===== config.mk =====
export PLATFORM = sky130hd
export DESIGN_NAME = mc_controller
export DESIGN_NICKNAME = d
export VERILOG_FILES = /design/src/rtl/mc_pkg.sv /design/src/rtl/mc_decode.sv /design/src/rtl/mc_controller.sv
export SDC_FILE = /design/constraint.sdc
export NUM_CORES = 1
export LEC_CHECK = 0
export ABC_AREA = 1
export CORE_UTILIZATION = 30
export CTS_BUF_LIST = sky130_fd_sc_hd__clkbuf_4
export CTS_CLUSTER_SIZE = 25
export DETAILED_ROUTE_END_ITERATION = 7
export DONT_BUFFER_PORTS = 1
export GPL_TIMING_DRIVEN = 0
export HOLD_SLACK_MARGIN = 0.15
export PLACE_DENSITY = 0.54
export SLEW_MARGIN = 15
export SYNTH_ARGS = -nofsm -noshare
export SYNTH_HDL_FRONTEND = slang
export SYNTH_SLANG_ARGS = --single-unit

===== constraint.sdc =====
create_clock -name clk -period 1.9 [get_ports clk]
set_input_delay 0.285 -clock clk [delete_from_list [all_inputs] [get_ports clk]]
set_output_delay 0.285 -clock clk [all_outputs]
set_load 0.02 [all_outputs]

===== src/rtl/mc_pkg.sv =====
// Shared definitions for the multi-cycle MIPS controller:
//   state encoding, opcode/funct constants, datapath mux codes,
//   decoded instruction-class bundle, control bundle and EXE ALU/ext helper.
package mc_pkg;

  typedef enum logic [2:0] {
    S_IF  = 3'd0,
    S_ID  = 3'd1,
    S_EXE = 3'd2,
    S_MEM = 3'd3,
    S_WB  = 3'd4,
    S_BR  = 3'd5,
    S_JMP = 3'd6
  } state_e;

  localparam int unsigned OP_W = 6;

  // Opcodes
  localparam logic [OP_W-1:0] OP_RTYPE = 6'h00;
  localparam logic [OP_W-1:0] OP_J     = 6'h02;
  localparam logic [OP_W-1:0] OP_JAL   = 6'h03;
  localparam logic [OP_W-1:0] OP_BEQ   = 6'h04;
  localparam logic [OP_W-1:0] OP_ADDI  = 6'h08;
  localparam logic [OP_W-1:0] OP_ADDIU = 6'h09;
  localparam logic [OP_W-1:0] OP_ORI   = 6'h0d;
  localparam logic [OP_W-1:0] OP_LUI   = 6'h0f;
  localparam logic [OP_W-1:0] OP_LW    = 6'h23;
  localparam logic [OP_W-1:0] OP_SW    = 6'h2b;

  // R-type funct codes
  localparam logic [OP_W-1:0] FN_JR   = 6'h08;
  localparam logic [OP_W-1:0] FN_ADDU = 6'h21;
  localparam logic [OP_W-1:0] FN_SUBU = 6'h23;
  localparam logic [OP_W-1:0] FN_SLT  = 6'h2a;

  // aluctr
  localparam logic [1:0] ALU_ADD  = 2'b00;
  localparam logic [1:0] ALU_SUB  = 2'b01;
  localparam logic [1:0] ALU_OR   = 2'b10;
  localparam logic [1:0] ALU_ADDI = 2'b11;

  // extop
  localparam logic [1:0] EXT_ZERO = 2'b00;
  localparam logic [1:0] EXT_SIGN = 2'b01;
  localparam logic [1:0] EXT_LUI  = 2'b10;

  // pcsrc
  localparam logic [1:0] PC_ALU    = 2'b00;
  localparam logic [1:0] PC_ALUOUT = 2'b01;
  localparam logic [1:0] PC_JUMP   = 2'b10;
  localparam logic [1:0] PC_RS     = 2'b11;

  // regdst
  localparam logic [1:0] RD_RT = 2'b00;
  localparam logic [1:0] RD_RD = 2'b01;
  localparam logic [1:0] RD_RA = 2'b10;

  // memtoreg
  localparam logic [1:0] M2R_ALU = 2'b00;
  localparam logic [1:0] M2R_MDR = 2'b01;
  localparam logic [1:0] M2R_PC  = 2'b10;
  localparam logic [1:0] M2R_SLT = 2'b11;

  // alusrc_b
  localparam logic [1:0] SRCB_RT     = 2'b00;
  localparam logic [1:0] SRCB_FOUR   = 2'b01;
  localparam logic [1:0] SRCB_IMM    = 2'b10;
  localparam logic [1:0] SRCB_BRANCH = 2'b11;

  // One-hot instruction class; all-zero means unrecognised.
  typedef struct packed {
    logic addu;
    logic subu;
    logic slt;
    logic jr;
    logic j;
    logic jal;
    logic beq;
    logic addi;
    logic addiu;
    logic ori;
    logic lw;
    logic sw;
    logic lui;
  } instr_class_t;

  // Datapath control bundle driven by the FSM.
  typedef struct packed {
    logic       mem_req;
    logic       mem_we;
    logic       iord;
    logic       ir_write;
    logic       pc_write;
    logic [1:0] pcsrc;
    logic       reg_write;
    logic [1:0] regdst;
    logic [1:0] memtoreg;
    logic       alusrc_a;
    logic [1:0] alusrc_b;
    logic [1:0] aluctr;
    logic [1:0] extop;
    logic       illegal;
    logic       ovf_err;
  } ctl_t;

  function automatic logic is_rtype_arith(input instr_class_t c);
    return c.addu | c.subu | c.slt;
  endfunction

  // EXE-stage {aluctr, extop}, same encoding as the single-cycle datapath.
  function automatic logic [3:0] exe_alu_ctl(input instr_class_t c);
    logic [1:0] alu;
    logic [1:0] ext;
    alu = ALU_ADD;
    ext = EXT_ZERO;
    if (c.subu || c.slt) alu = ALU_SUB;
    if (c.addiu || c.lw || c.sw) ext = EXT_SIGN;
    if (c.addi) begin
      alu = ALU_ADDI;
      ext = EXT_SIGN;
    end
    if (c.ori) alu = ALU_OR;
    if (c.lui) begin
      alu = ALU_OR;
      ext = EXT_LUI;
    end
    return {alu, ext};
  endfunction

endpackage


===== src/rtl/mc_decode.sv =====
// Combinational instruction decoder.
//   op      in  6   ins[31:26]
//   funct   in  6   ins[5:0]
//   cls     out     one-hot instruction class
//   illegal out 1   no supported opcode/funct matched
module mc_decode
  import mc_pkg::*;
(
  input  logic [OP_W-1:0] op,
  input  logic [OP_W-1:0] funct,
  output instr_class_t    cls,
  output logic            illegal
);

  logic rtype;
  assign rtype = (op == OP_RTYPE);

  always_comb begin
    cls       = '0;
    cls.addu  = rtype && (funct == FN_ADDU);
    cls.subu  = rtype && (funct == FN_SUBU);
    cls.slt   = rtype && (funct == FN_SLT);
    cls.jr    = rtype && (funct == FN_JR);
    cls.j     = (op == OP_J);
    cls.jal   = (op == OP_JAL);
    cls.beq   = (op == OP_BEQ);
    cls.addi  = (op == OP_ADDI);
    cls.addiu = (op == OP_ADDIU);
    cls.ori   = (op == OP_ORI);
    cls.lw    = (op == OP_LW);
    cls.sw    = (op == OP_SW);
    cls.lui   = (op == OP_LUI);
  end

  assign illegal = (cls == '0);

endmodule


===== src/rtl/mc_controller.sv =====
// Multi-cycle MIPS control unit: Moore FSM IF/ID/EXE/MEM/WB/BR/JMP
// over a shared memory and ALU, with memory handshake or fixed latency,
// addi overflow trap, illegal-op pulse and retired-instruction counter.
//   clk, reset (sync, active-high)
//   ins, mem_ready, alu_zero, alu_ovf                 inputs
//   mem_req mem_we iord ir_write pc_write pcsrc       memory / PC control
//   reg_write regdst memtoreg alusrc_a alusrc_b       register file / ALU muxes
//   aluctr extop                                      ALU op / immediate extend
//   state_o illegal ovf_err retire_cnt                status
// All outputs are forced to 0 while reset is high.
module mc_controller
  import mc_pkg::*;
#(
  parameter bit          MEM_HANDSHAKE = 1'b1,
  parameter int unsigned MEM_LAT       = 1,
  parameter bit          ADDI_TRAP     = 1'b1,
  parameter int unsigned CNT_W         = 32
) (
  input  logic             clk,
  input  logic             reset,
  input  logic [31:0]      ins,
  input  logic             mem_ready,
  input  logic             alu_zero,
  input  logic             alu_ovf,
  output logic             mem_req,
  output logic             mem_we,
  output logic             iord,
  output logic             ir_write,
  output logic             pc_write,
  output logic [1:0]       pcsrc,
  output logic             reg_write,
  output logic [1:0]       regdst,
  output logic [1:0]       memtoreg,
  output logic             alusrc_a,
  output logic [1:0]       alusrc_b,
  output logic [1:0]       aluctr,
  output logic [1:0]       extop,
  output logic [2:0]       state_o,
  output logic             illegal,
  output logic             ovf_err,
  output logic [CNT_W-1:0] retire_cnt
);

  localparam int unsigned LAT_W = (MEM_LAT > 1) ? $clog2(MEM_LAT) : 1;

  state_e           state, state_nxt;
  logic [LAT_W-1:0] lat_cnt, lat_nxt;
  logic [CNT_W-1:0] cnt_q;
  logic             done;
  logic             retire;
  logic             ovf_trap;
  instr_class_t     cls;
  logic             dec_illegal;
  ctl_t             ctl, ctl_out;

  // Only opcode and funct steer control; the register/immediate fields do not.
  logic unused_ins_bits;
  assign unused_ins_bits = ^ins[25:6];

  mc_decode u_decode (
    .op      (ins[31:26]),
    .funct   (ins[5:0]),
    .cls     (cls),
    .illegal (dec_illegal)
  );

  // Memory access completes this cycle.
  assign done = MEM_HANDSHAKE ? mem_ready : (lat_cnt == LAT_W'(MEM_LAT - 1));

  // Latency counter runs only while waiting in IF/MEM.
  assign lat_nxt = (((state == S_IF) || (state == S_MEM)) && !done) ?
                   lat_cnt + LAT_W'(1) : '0;

  // An instruction retires when control returns to IF from any completing state.
  assign retire = (state_nxt == S_IF) &&
                  ((state == S_MEM) || (state == S_WB) || (state == S_BR) || (state == S_JMP));

  // State, latency and retire counter registers.
  always_ff @(posedge clk) begin
    if (reset) begin
      state   <= S_IF;
      lat_cnt <= '0;
      cnt_q   <= '0;
    end else begin
      state   <= state_nxt;
      lat_cnt <= lat_nxt;
      if (retire) cnt_q <= cnt_q + CNT_W'(1);
    end
  end

  // Next-state and per-state control decode.
  always_comb begin
    state_nxt = state;
    ctl       = '0;
    ovf_trap  = 1'b0;
    case (state)
      S_IF: begin
        ctl.mem_req  = 1'b1;
        ctl.iord     = 1'b0;
        ctl.alusrc_a = 1'b0;
        ctl.alusrc_b = SRCB_FOUR;
        ctl.aluctr   = ALU_ADD;
        ctl.pcsrc    = PC_ALU;
        ctl.ir_write = done;
        ctl.pc_write = done;
        if (done) state_nxt = S_ID;
      end
      S_ID: begin
        // Precompute branch target into ALUOut.
        ctl.alusrc_a = 1'b0;
        ctl.alusrc_b = SRCB_BRANCH;
        ctl.aluctr   = ALU_ADD;
        ctl.extop    = EXT_SIGN;
        if (cls.beq) begin
          state_nxt = S_BR;
        end else if (cls.j || cls.jal || cls.jr) begin
          state_nxt = S_JMP;
        end else if (dec_illegal) begin
          ctl.illegal = 1'b1;
          state_nxt   = S_IF;
        end else begin
          state_nxt = S_EXE;
        end
      end
      S_EXE: begin
        ctl.alusrc_a              = 1'b1;
        ctl.alusrc_b              = is_rtype_arith(cls) ? SRCB_RT : SRCB_IMM;
        {ctl.aluctr, ctl.extop}   = exe_alu_ctl(cls);
        state_nxt                 = (cls.lw || cls.sw) ? S_MEM : S_WB;
      end
      S_MEM: begin
        ctl.mem_req = 1'b1;
        ctl.iord    = 1'b1;
        ctl.mem_we  = cls.sw;
        if (done) state_nxt = cls.sw ? S_IF : S_WB;
      end
      S_WB: begin
        ovf_trap      = ADDI_TRAP && cls.addi && alu_ovf;
        ctl.reg_write = !ovf_trap;
        ctl.ovf_err   = ovf_trap;
        ctl.regdst    = is_rtype_arith(cls) ? RD_RD : RD_RT;
        ctl.memtoreg  = cls.lw ? M2R_MDR : (cls.slt ? M2R_SLT : M2R_ALU);
        state_nxt     = S_IF;
      end
      S_BR: begin
        ctl.alusrc_a = 1'b1;
        ctl.alusrc_b = SRCB_RT;
        ctl.aluctr   = ALU_SUB;
        ctl.pcsrc    = PC_ALUOUT;
        ctl.pc_write = alu_zero;
        state_nxt    = S_IF;
      end
      S_JMP: begin
        ctl.pc_write = 1'b1;
        ctl.pcsrc    = cls.jr ? PC_RS : PC_JUMP;
        if (cls.jal) begin
          // PC already holds the return address (PC+4).
          ctl.reg_write = 1'b1;
          ctl.regdst    = RD_RA;
          ctl.memtoreg  = M2R_PC;
        end
        state_nxt = S_IF;
      end
      default: begin
        state_nxt = S_IF;
      end
    endcase
  end

  // Reset blanks every output.
  assign ctl_out    = reset ? '0 : ctl;
  assign state_o    = reset ? 3'd0 : state;
  assign retire_cnt = reset ? '0 : cnt_q;

  assign mem_req   = ctl_out.mem_req;
  assign mem_we    = ctl_out.mem_we;
  assign iord      = ctl_out.iord;
  assign ir_write  = ctl_out.ir_write;
  assign pc_write  = ctl_out.pc_write;
  assign pcsrc     = ctl_out.pcsrc;
  assign reg_write = ctl_out.reg_write;
  assign regdst    = ctl_out.regdst;
  assign memtoreg  = ctl_out.memtoreg;
  assign alusrc_a  = ctl_out.alusrc_a;
  assign alusrc_b  = ctl_out.alusrc_b;
  assign aluctr    = ctl_out.aluctr;
  assign extop     = ctl_out.extop;
  assign illegal   = ctl_out.illegal;
  assign ovf_err   = ctl_out.ovf_err;

endmodule

* Word level (Yosys, flattened, before mapping)
Index checks and enable logic that the tools add are counted.
** Operators by class
- Add/sub/neg operators :: 1
- Equal/unequal tests :: 19
- Mux-type cells :: 37
- Bitwise logic cells :: 2
- Reduce and logical (&&, ||, !) cells :: 21
** Operator list (number)
- $add 32x1->32 const B :: 1
- $mux 32 :: 1
- $eq 6x4->1 const B :: 5
- $eq 6x6->1 const B :: 5
- $mux 21 :: 1
- $mux 3 :: 7
- $pmux 5 s4 :: 1
- $mux 2 :: 9
- $logic_not 13->1 :: 1
- $mux 1 :: 13
- $eq 6x2->1 const B :: 2
- $pmux 3 s4 :: 1
- $pmux 5 s2 :: 1
- $eq 3x3->1 const B :: 3
- $logic_or 1x1->1 :: 9
- $pmux 3 s3 :: 1
- $eq 3x2->1 const B :: 2
- $eq 6x3->1 const B :: 1
- $logic_and 1x1->1 :: 6
- $logic_not 3->1 :: 2
- $logic_not 6->1 :: 1
- $mux 5 :: 1
- $pmux 2 s2 :: 1
- $eq 3x1->1 const B :: 1
- 3 further kinds :: 4
** Storage, ports and cells
- Bits in registers :: 35
- Input port bits :: 37
- Output and inout bits :: 56
- Logic and storage cells :: 82

* Logic depth before layout (Yosys ltp)
Gate-level depths: netlist (run 1).
- Depth in word-level cells :: 9
- Mapped depth :: 10
- Gate-level depth less buffers :: 10

* Hierarchy
From an unflattened synthesis (run 1), not the netlist that was laid out.
** Second synthesis, totals
- Cell total of the unflattened synthesis :: 575
- Area, all modules :: 3181.8 sq um
** Modules (own cells, without submodules)
- mc_controller :: instances 1, cells each 501, area an instance 2835.2 sq um, seq. area each 700.7 sq um
- mc_decode :: instances 1, cells each 74, area an instance 346.6 sq um, seq. area each 0.0 sq um

* Least setup slack after synthesis (run 1)
OpenSTA, ideal clock, no wires.
- Path type :: register -> output
- Start point :: register state[2]
- End point :: output port memtoreg[1]
- Data arrival time :: 1.783 ns
- Data required time :: 1.615 ns
- Path slack :: -0.168 ns
- Cell stages (with the launch flop) :: 7
- Path buffers :: 0
- Path through :: dfxtp_1 -> inv_1 -> nor2_1 -> inv_1 -> nor4_1 -> inv_1 -> o21ai_0
** On the way
- Word-level cells in the longest chain between the ends :: 3
- Elaborated cells on any way between the ends :: 4
- Classes of those cells :: eq/ne (2); mux (2)
** RTL lines
- start, declared :: line mc_controller.sv:46 : state_e state, state_nxt;
- start signal, assigned :: line mc_controller.sv:85 : state <= state_nxt;
- $eq 3x3->1 (on tied branches)
- $pmux 5 s2 (*) :: line mc_controller.sv:96 : case (state)
- $mux 21 (*) :: line mc_controller.sv:171 : assign ctl_out = reset ? '0 : ctl;
- end, declared :: line mc_controller.sv:33 : output logic [1:0] memtoreg,
Every way passes the cells marked *; elsewhere a longest branch is shown, timed or not.

* Final worst setup path (run 1)
- Start point :: register state[0]
- End point :: output port pcsrc[0]
** On the way
- Word-level cells in the longest chain between the ends :: 3
- Elaborated cells on any way between the ends :: 5
- Classes of those cells :: eq/ne (2); mux (2); reduce/logical (1)
** RTL lines
- $eq 3x3->1 / $logic_not 3->1 (equally long branches) :: line mc_controller.sv:96
- $pmux 3 s3 (*) :: line mc_controller.sv:96
- $mux 21 (*) :: line mc_controller.sv:171
- end, declared :: line mc_controller.sv:30 : output logic [1:0] pcsrc,
Marks and branches as above.

==> results of run 1 <==
-- timing repair --
| action | in CTS | in global routing |
|---|---|---|
| hold endpoints to repair | 0 | 0 |
| setup buffers | 7 | 1 |
| resized for setup | 33 | 23 |
| hold buffers | 0 | 0 |
| endpoints found under the setup margin | 33 | 30 |
| pin swaps | 3 | 10 |
-- sequential cells by signal, indices dropped and copies added (netlist names) --
| register | cells |
|---|---|
| cnt_q | 32 |
| state | 3 |
-- layout make-up --
type | count | area share (%)
inverter | 61 | 6.50
clock inverter | 3 | 1.10
multi-input combinational | 432 | 61.2
sequential | 35 | 20.2
timing repair buffer | 8 | 1.70
buffer | 22 | 3.59
tap | 133 | 4.72
clock buffer | 5 | 1.06
-- power by group --
| part | switching, W | internal, W |
|---|---|---|
| clock | 0.000301 | 0.000271 |
| combinational | 0.000115 | 0.0000407 |
| sequential | 0.00000277 | 0.000734 |
| total | 0.000419 | 0.00105 |
-- critical path, stage by stage (launching register included) --
cell,delay [ns]
dfxtp_2,0.36
buf_4,0.11
nand2_1,0.08
nor2_1,0.20
inv_1,0.11
a21oi_1,0.42
-- metrics by stage --
| stage | utilization [%] | setup slack, ns | hold WS, ns | power, W | area, sq um |
|---|---|---|---|---|---|
| 6_report | 36.1 | -0.0354 | 0.223 | 0.00146 | 3520 |
| 5_1_grt | 36.1 | -0.117 | 0.263 | 0.00151 | 3520 |
| 4_1_cts | 35.0 | -0.119 | 0.205 | 0.00145 | 3420 |
| 3_5_place_dp | 32.7 | -0.106 | 0.489 | 0.000880 | 3200 |
| 3_3_place_gp | 32.7 | -0.108 | 0.472 | 0.000878 | 3200 |
| 2_1_floorplan | - | 0.0582 | 0.464 | 0.000849 | 3030 |
-- cells by family after synthesis --
| kind of cell | share of synthesized area (%) |
|---|---|
| compound gates | 10.3 |
| xor+xnor | 2.03 |
| fa+ha+maj | 0.413 |
| buf+inv | 11.6 |
| flops | 23.1 |
| simple gates | 52.5 |
-- synthesized netlist by cell type --
master      n  area (sq um)
a21oi_2    10          87.6
nor3_1      4          20.0
xor2_1      7          61.3
buf_1       1          3.75
buf_2      11          55.1
dfxtp_1    35           701
nor2_1    116           435
buf_8       1          15.0
nor2_4      1          11.3
buf_6       2          22.5
o21a_1      1          7.51
nand4_1    34           213
nand3b_1    2          15.0
o22ai_1     1          6.26
inv_1      61           229
nand3_1    24           120
nand3_4     1          17.5
nand2_1   168           631
ha_1        1          12.5
a21oi_1    29           145
clkbuf_1    7          26.3
nor4_1      1          6.26
o21ai_0    12          60.1
nor2_2      6          37.5
a31oi_1     1          6.26
nand2_2    13          81.3
-- metal layers --
layer  part of all wire (%)  GRT usage (%)
met3                    7.3           3.97
met2                     45           32.3
met4                    1.5           5.93
met1                     46           27.2
met5                      0              0
-- worst paths after layout --
kind,endpoint,depth (start not counted),startpoint
hold / removal,state[1],3,mem_ready
setup / recovery,pcsrc[0],5,state[0]
hold reg to reg,cnt_q[7],2,cnt_q[7]
setup reg to reg,cnt_q[20],9,state[0]
==> results.txt, run 1 <==
STA classifies the critical path startpoint as a register. The total number of clock tree sinks came out at 35. The worst slew margin relative to its limit came out at 45.7%. The total of fill cells in the finished design is 1,075. The final layout contains routed wiring with a total length of 10.6 mm.

Across the run, the number of max-cap violations was 0. After layout, the worst path uses 102% of the clock period. The setup check on the worst reg-to-reg path leaves a slack of 0.12 ns. The vertical extent of the die came out at 102 microns.

The half-perimeter wire length after detailed placement came out at 7.80 mm. The die outline area is 10,500 sq um. The run finished, with violations left.

The count of routing violations after the opening detailed-route iteration is 211. The first global-routing pass estimated 16.3 mm of wire. The maximum ir drop on the vdd rail came out at 201 uV. Setup repair after global routing could not meet its margin everywhere. From synthesis to final layout, the design area changed by 16.5%. Leaving out fill and tap cells, the most frequent cell in the layout is nand2_1. The count of synthesis-stage warnings from yosys is 0. The share of post-route cells with drive strength above 1 is 17.1%. The number of cells after detailed placement came out at 683.

In the routed design, unresolved DRC markers number 0. The endpoint type of the worst setup path is an output pin. The congestion estimate from routability-driven global placement came to 0.959. In the final layout, flip-flops and latches occupy 711 sq um. The die boundary width is 102 microns. At the worst endpoint, the required time is 1.62 ns. The count of input and output buffers came out at 0. The clock transition time at the flip-flop clock pins of the worst setup and hold paths is 0.14 ns. The min-delay analysis places its worst path in the category primary input to register. The largest net degree at the start of global routing came out at 12. The number of nets at the end of the flow is 603.

The first TritonRoute pass finished after 5 iterations. Clock tree synthesis selected as its root buffer the cell clkbuf_4. The total inserted antenna cells is 0. Summed over all layers, the global routing overflow is 0. The number of distinct standard cells referenced by the synthesized netlist came out at 26.

The initial core utilization came out at 31.0%. The highest fanout seen on the critical path came out at 3. The number of nets in the synthesized netlist is 588. The number of vias in the routed layout is 3,590. The number of top-level pins came out at 93. The final-layout setup total negative slack came out at -0.119 ns.

The number of global-route vias before repair is 3,281. The gate count of the mapped netlist came out at 550. At the pin with the least slew margin, the transition time is 0.814 ns. The classification of the worst setup path is register to output pin. The floorplan row count is 36.

The checks that failed: negative setup slack. The count of nets left with antenna violations after detail routing came out at 0. The count of cells in the finished layout, fillers not included, comes to 699. The final worst-path setup slack is -0.0354 ns.

The mean cell area of the mapped netlist is 5.50 sq um. The count of pins over their slew limit is 0. TritonCTS built the clock tree. The power per unit of standard cell area is 416 nW/um^2. The number of hold violations in the final report was 0. In the layout the commonest cells are nand2_1, nor2_1, inv_1, nand4_1, dfxtp_1. Dividing the detail-routed wire length by the instance count gives 15.1 microns.

The number of H-tree levels is 2. The arrival time reported for the critical path endpoint is 1.65 ns. The share of synthesized area occupied by flip-flops and latches is 23.2%. Counting along the longest clock path gives a buffer depth of 2.

The initial antenna violation count is 0. In the final layout, the multi-input gates occupy 2160 sq um. The summed instance area of the synthesized netlist came out at 3030 sq um. Counting the buffers created by CTS gives 5. The total setup violations reported at the end of the flow is 5.

For the worst-skew pair, the clock arrives at the later sink with an insertion delay of 0.37 ns. The highest clock frequency the design can meet came out at 517 MHz. In this run the static leakage power is 1.18 nW. The number of storage elements in the synthesis netlist came out at 35. The clock tree skew after final layout is 0.0169 ns. The global router's overall resource usage came out at 20.1%. The via-per-instance ratio is 5.14.

The core region area came out at 9770 sq um. The final critical delay including setup and external delays is 1.94 ns.
Note: power is estimated with default switching activity, not from simulation.
==> run 2: changes to the inputs <==
--- a/config.mk
+++ b/config.mk
@@ -5,7 +5,6 @@
 export SDC_FILE = /design/constraint.sdc
 export NUM_CORES = 1
 export LEC_CHECK = 0
-export ABC_AREA = 1
 export CORE_UTILIZATION = 30
 export CTS_BUF_LIST = sky130_fd_sc_hd__clkbuf_4
 export CTS_CLUSTER_SIZE = 25
==> results.txt, run 2 <==
The run finished, with violations left. The checks that failed: negative setup slack. The most numerous cell type found on the critical path is buf_6. The combined buffer and inverter count along the critical path is 3 (+1). The initial core utilization came out at 31.2% (+0.19 points). The delay of the slowest cell on the worst path came out at 0.39 ns (-0.03 ns). The share of synthesized flip-flops with an asynchronous set or reset was 0% (unchanged). The total power came out at 0.00148 W (+1.0%). The number of global-route vias before repair is 2,428 (-26%). From synthesis to final layout, the design area changed by 41.1%. The number of hold-repair buffers added at the cts stage came to 0 (unchanged). The count of flip-flops with a built-in enable after synthesis was 0 (unchanged). The number of nets in the synthesized netlist came out at 365 (-38%). Yosys instantiated no cell more often than nor2_1. By startpoint and endpoint, the worst setup path is classified as register to register. The number of H-tree levels came out at 2 (unchanged). The share of synthesized area occupied by flip-flops and latches is 29.0% (+5.8 points). Counting flops per register, the top entry is cnt_q. The final design instance area without fill came out at 3410 sq um (-3.1%).

Of all cell types, the one taking the most synthesized area is dfxtp_1. The worst register-to-register path begins at state[1]. The leakage component of the power was 1.34 nW (+13%). The total CTS buffers came to 5 (unchanged). The worst setup path is captured at a register. The global-route wire length before repair is 12.1 mm (-26%). The number of distinct standard cells referenced by the synthesized netlist is 55 (+110%). The final period utilization is 111% (+9.0 points). STA classifies the critical path startpoint as a register. The highest clock frequency the design can meet is 475 MHz (-8.1%).

The half-perimeter wire length after detailed placement is 5.04 mm (-35%). The total of fill cells in the finished design came out at 788 (-27%). The total number of clock tree sinks is 35 (unchanged). The vertical extent of the die is 91.8 microns (-10%). The number of nets at the end of the flow came out at 402 (-33%).

The count of routing violations after the opening detailed-route iteration was 84 (-60%). The number of vias in the routed layout came out at 2,562 (-29%). In the synthesized netlist the dominant register cell turns out to be dfxtp_1. The gate count of the mapped netlist was 327 (-41%).

The total area of multi-input combinational cells was 2040 sq um (-5.6%). The number of top-level pins is 93 (unchanged). The number of hold violations in the final report came out at 0 (unchanged).

The final-layout setup total negative slack came out at -3.13 ns (-3.01 ns). The count of nets left with antenna violations after detail routing is 0 (unchanged). The initial antenna violation count is 0 (unchanged). The clock latency reported for the late side of the worst-skew pair was 0.35 ns (-0.02 ns). The number of cells on the worst hold path came out at 3 (unchanged). The path class of the tightest hold or removal check is primary input to register. In the layout the commonest cells are nor2b_1, nor2_1, dfxtp_1, buf_4, nand2_1. TritonCTS built the clock tree. The commonest cells after synthesis are nor2_1, nor2b_1, dfxtp_1. Sorting the synthesized cells by area gives the leading types as dfxtp_1, nor2b_1, nor2_1. The clock tree skew after final layout came out at 0.0156 ns (-0.00129 ns).

The share of post-route cells with drive strength above 1 came to 38.1% (+21 points). The global router's overall resource usage is 18.3% (-1.9 points). The most common cell after layout, fill and taps aside is nor2b_1. The flip-flop count of the largest register after layout came out at 32 (unchanged).

The via-per-instance ratio is 5.49 (+6.8%). Setup repair after global routing could not meet its margin everywhere. The power per unit of standard cell area was 433 nW/um^2 (+4.3%). The mean cell area of the mapped netlist was 7.40 sq um (+34%). Walking the worst path, the cells encountered are buf_6 -> buf_6 -> nand4b_1 -> buf_4 -> a211oi_4 -> o21ai_4 -> or3_4 -> mux2_4.

The path depth of the worst reg2reg path came to 8 (-1). The arrival time reported for the critical path endpoint is 2.35 ns (+0.70 ns). The final worst-path setup slack came out at -0.206 ns (-0.171 ns). The startpoint of the worst hold path is mem_ready. The count of pins over their slew limit is 0 (unchanged). The standard cell area after detailed placement is 2560 sq um (-20%). The count of input and output buffers came out at 0 (unchanged). The floorplan row count is 32 (-11%). The tree is rooted in a clkbuf_4. The worst reg-to-reg setup slack came out at -0.21 ns (-0.33 ns). The die outline area is 8430 sq um (-20%). The area fraction of the dominant cell type after synthesis is 29.0% (+5.8 points). The worst slew margin relative to its limit is 56.8% (+11 points). The area of all sequential standard cells came out at 712 sq um (+0.18%). The clock transition time at the flip-flop clock pins of the worst setup and hold paths came out at 0.11 ns (-0.03 ns).

The largest registers in the layout are cnt_q: 32 flops, state: 3 flops. The die boundary width came out at 91.8 microns (-10%). The weighted congestion at the end of routability-driven global placement is 0.786 (-18%). The number of buffers on the longest clock path is 2 (unchanged). The data required time of the critical path is 2.14 ns (+0.52 ns). The highest fanout seen on the critical path came to 7 (+4).

The largest net degree at the start of global routing is 13 (+1). The count of synthesis-stage warnings from yosys was 0 (unchanged). The total wire length is 8.00 mm (-24%). The DRC violations left is 0 (unchanged). The total congestion overflow after global routing came to 0 (unchanged). The slew at the pin with the worst max-slew slack is 0.646 ns (-0.168 ns). The core region area is 7770 sq um (-21%). Among cell families on the critical path, the largest total delay comes from simple AND/OR/NAND/NOR gates. The number of storage elements in the synthesis netlist came to 35 (unchanged). The first-pass detailed-route iteration total is 4 (-1). The total inserted antenna cells is 0 (unchanged). For hold timing, the worst endpoint is state[0].

The number of violations of the max-capacitance limit came to 0 (unchanged). The final critical delay including setup and external delays is 2.11 ns (+0.171 ns). Among all stages on the critical path, the largest delay is contributed by or3_4.

The routed wirelength normalized by instance count came out at 17.1 microns (+13%). The maximum ir drop on the vdd rail was 349 uV (+73%). The critical path depth came out at 8 (+3).

The summed instance area of the synthesized netlist is 2420 sq um (-20%). The worst flop-to-flop path endpoint is cnt_q[30]. The total setup violations reported at the end of the flow came out at 28 (+23).
[run 2: power by group]
group          total (W)  internal, W  switching, W
logic           0.000176    0.0000627      0.000114
clock network   0.000564     0.000278      0.000286
registers       0.000739     0.000735    0.00000380
total            0.00148      0.00108      0.000404
[run 2: worst max path at each step]
| stage | start | endpoint |
|---|---|---|
| after global routing | state[1] | cnt_q[30] |
| final | state[1] | cnt_q[30] |
| after floorplan | cnt_q[16] | cnt_q[30] |
| after global placement | reset | pc_write |
| after detailed placement | reset | pc_write |
| after CTS | state[1] | cnt_q[20] |
[run 2: cell families after synthesis]
| kind of cell | share of synthesized area (%) |
|---|---|
| compound gates | 15.0 |
| flops | 29.0 |
| xor+xnor | 2.17 |
| buf+inv | 5.27 |
| fa+ha+maj | 0.517 |
| mux | 6.36 |
| simple gates | 41.7 |
[run 2: stage by stage]
step	utilization (%)	setup slack, ns	instances	hold WS (ns)
after global routing	44.0	-0.271	467	0.256
after CTS	40.2	-0.131	452	0.206
after floorplan	-	-0.00146	327	0.466
after global placement	33.0	-0.603	429	0.484
after detailed placement	33.0	-0.600	429	0.494
final	44.0	-0.206	467	0.241
[run 2: cell type report]
type / count / share of cell area (%)
Inverter: 7 / 0.843
Tap cell: 102 / 3.74
Timing Repair Buffer: 31 / 8.32
Sequential cell: 35 / 20.9
Multi-Input combinational cell: 265 / 59.6
Clock inverter: 3 / 1.25
Buffer: 19 / 4.29
Clock buffer: 5 / 1.10
[run 2: worst min-delay path: cells and delay by family]
kind             cells  cell delay [ns]
multiplexers         1             0.06
AND/OR/NAND/NOR      1             0.05
AO/OA/AOI/OAI        1             0.16
[run 2: repair_timing]
action                     in CTS  in global routing
gates cloned                    2                  0
pin swaps                      29                 22
buffers inserted               14                 16
gates resized for setup        95                 54
setup endpoints to repair      62                 43
[run 2: layer usage]
layer	vias to the layer above	part of all wire, %	global-route usage (%)
li1	1242	-	-
met1	1248	43	21.6
met2	63	51	32.1
met3	9	5.5	5.06
met4	0	0.77	5.34
met5	-	0	0
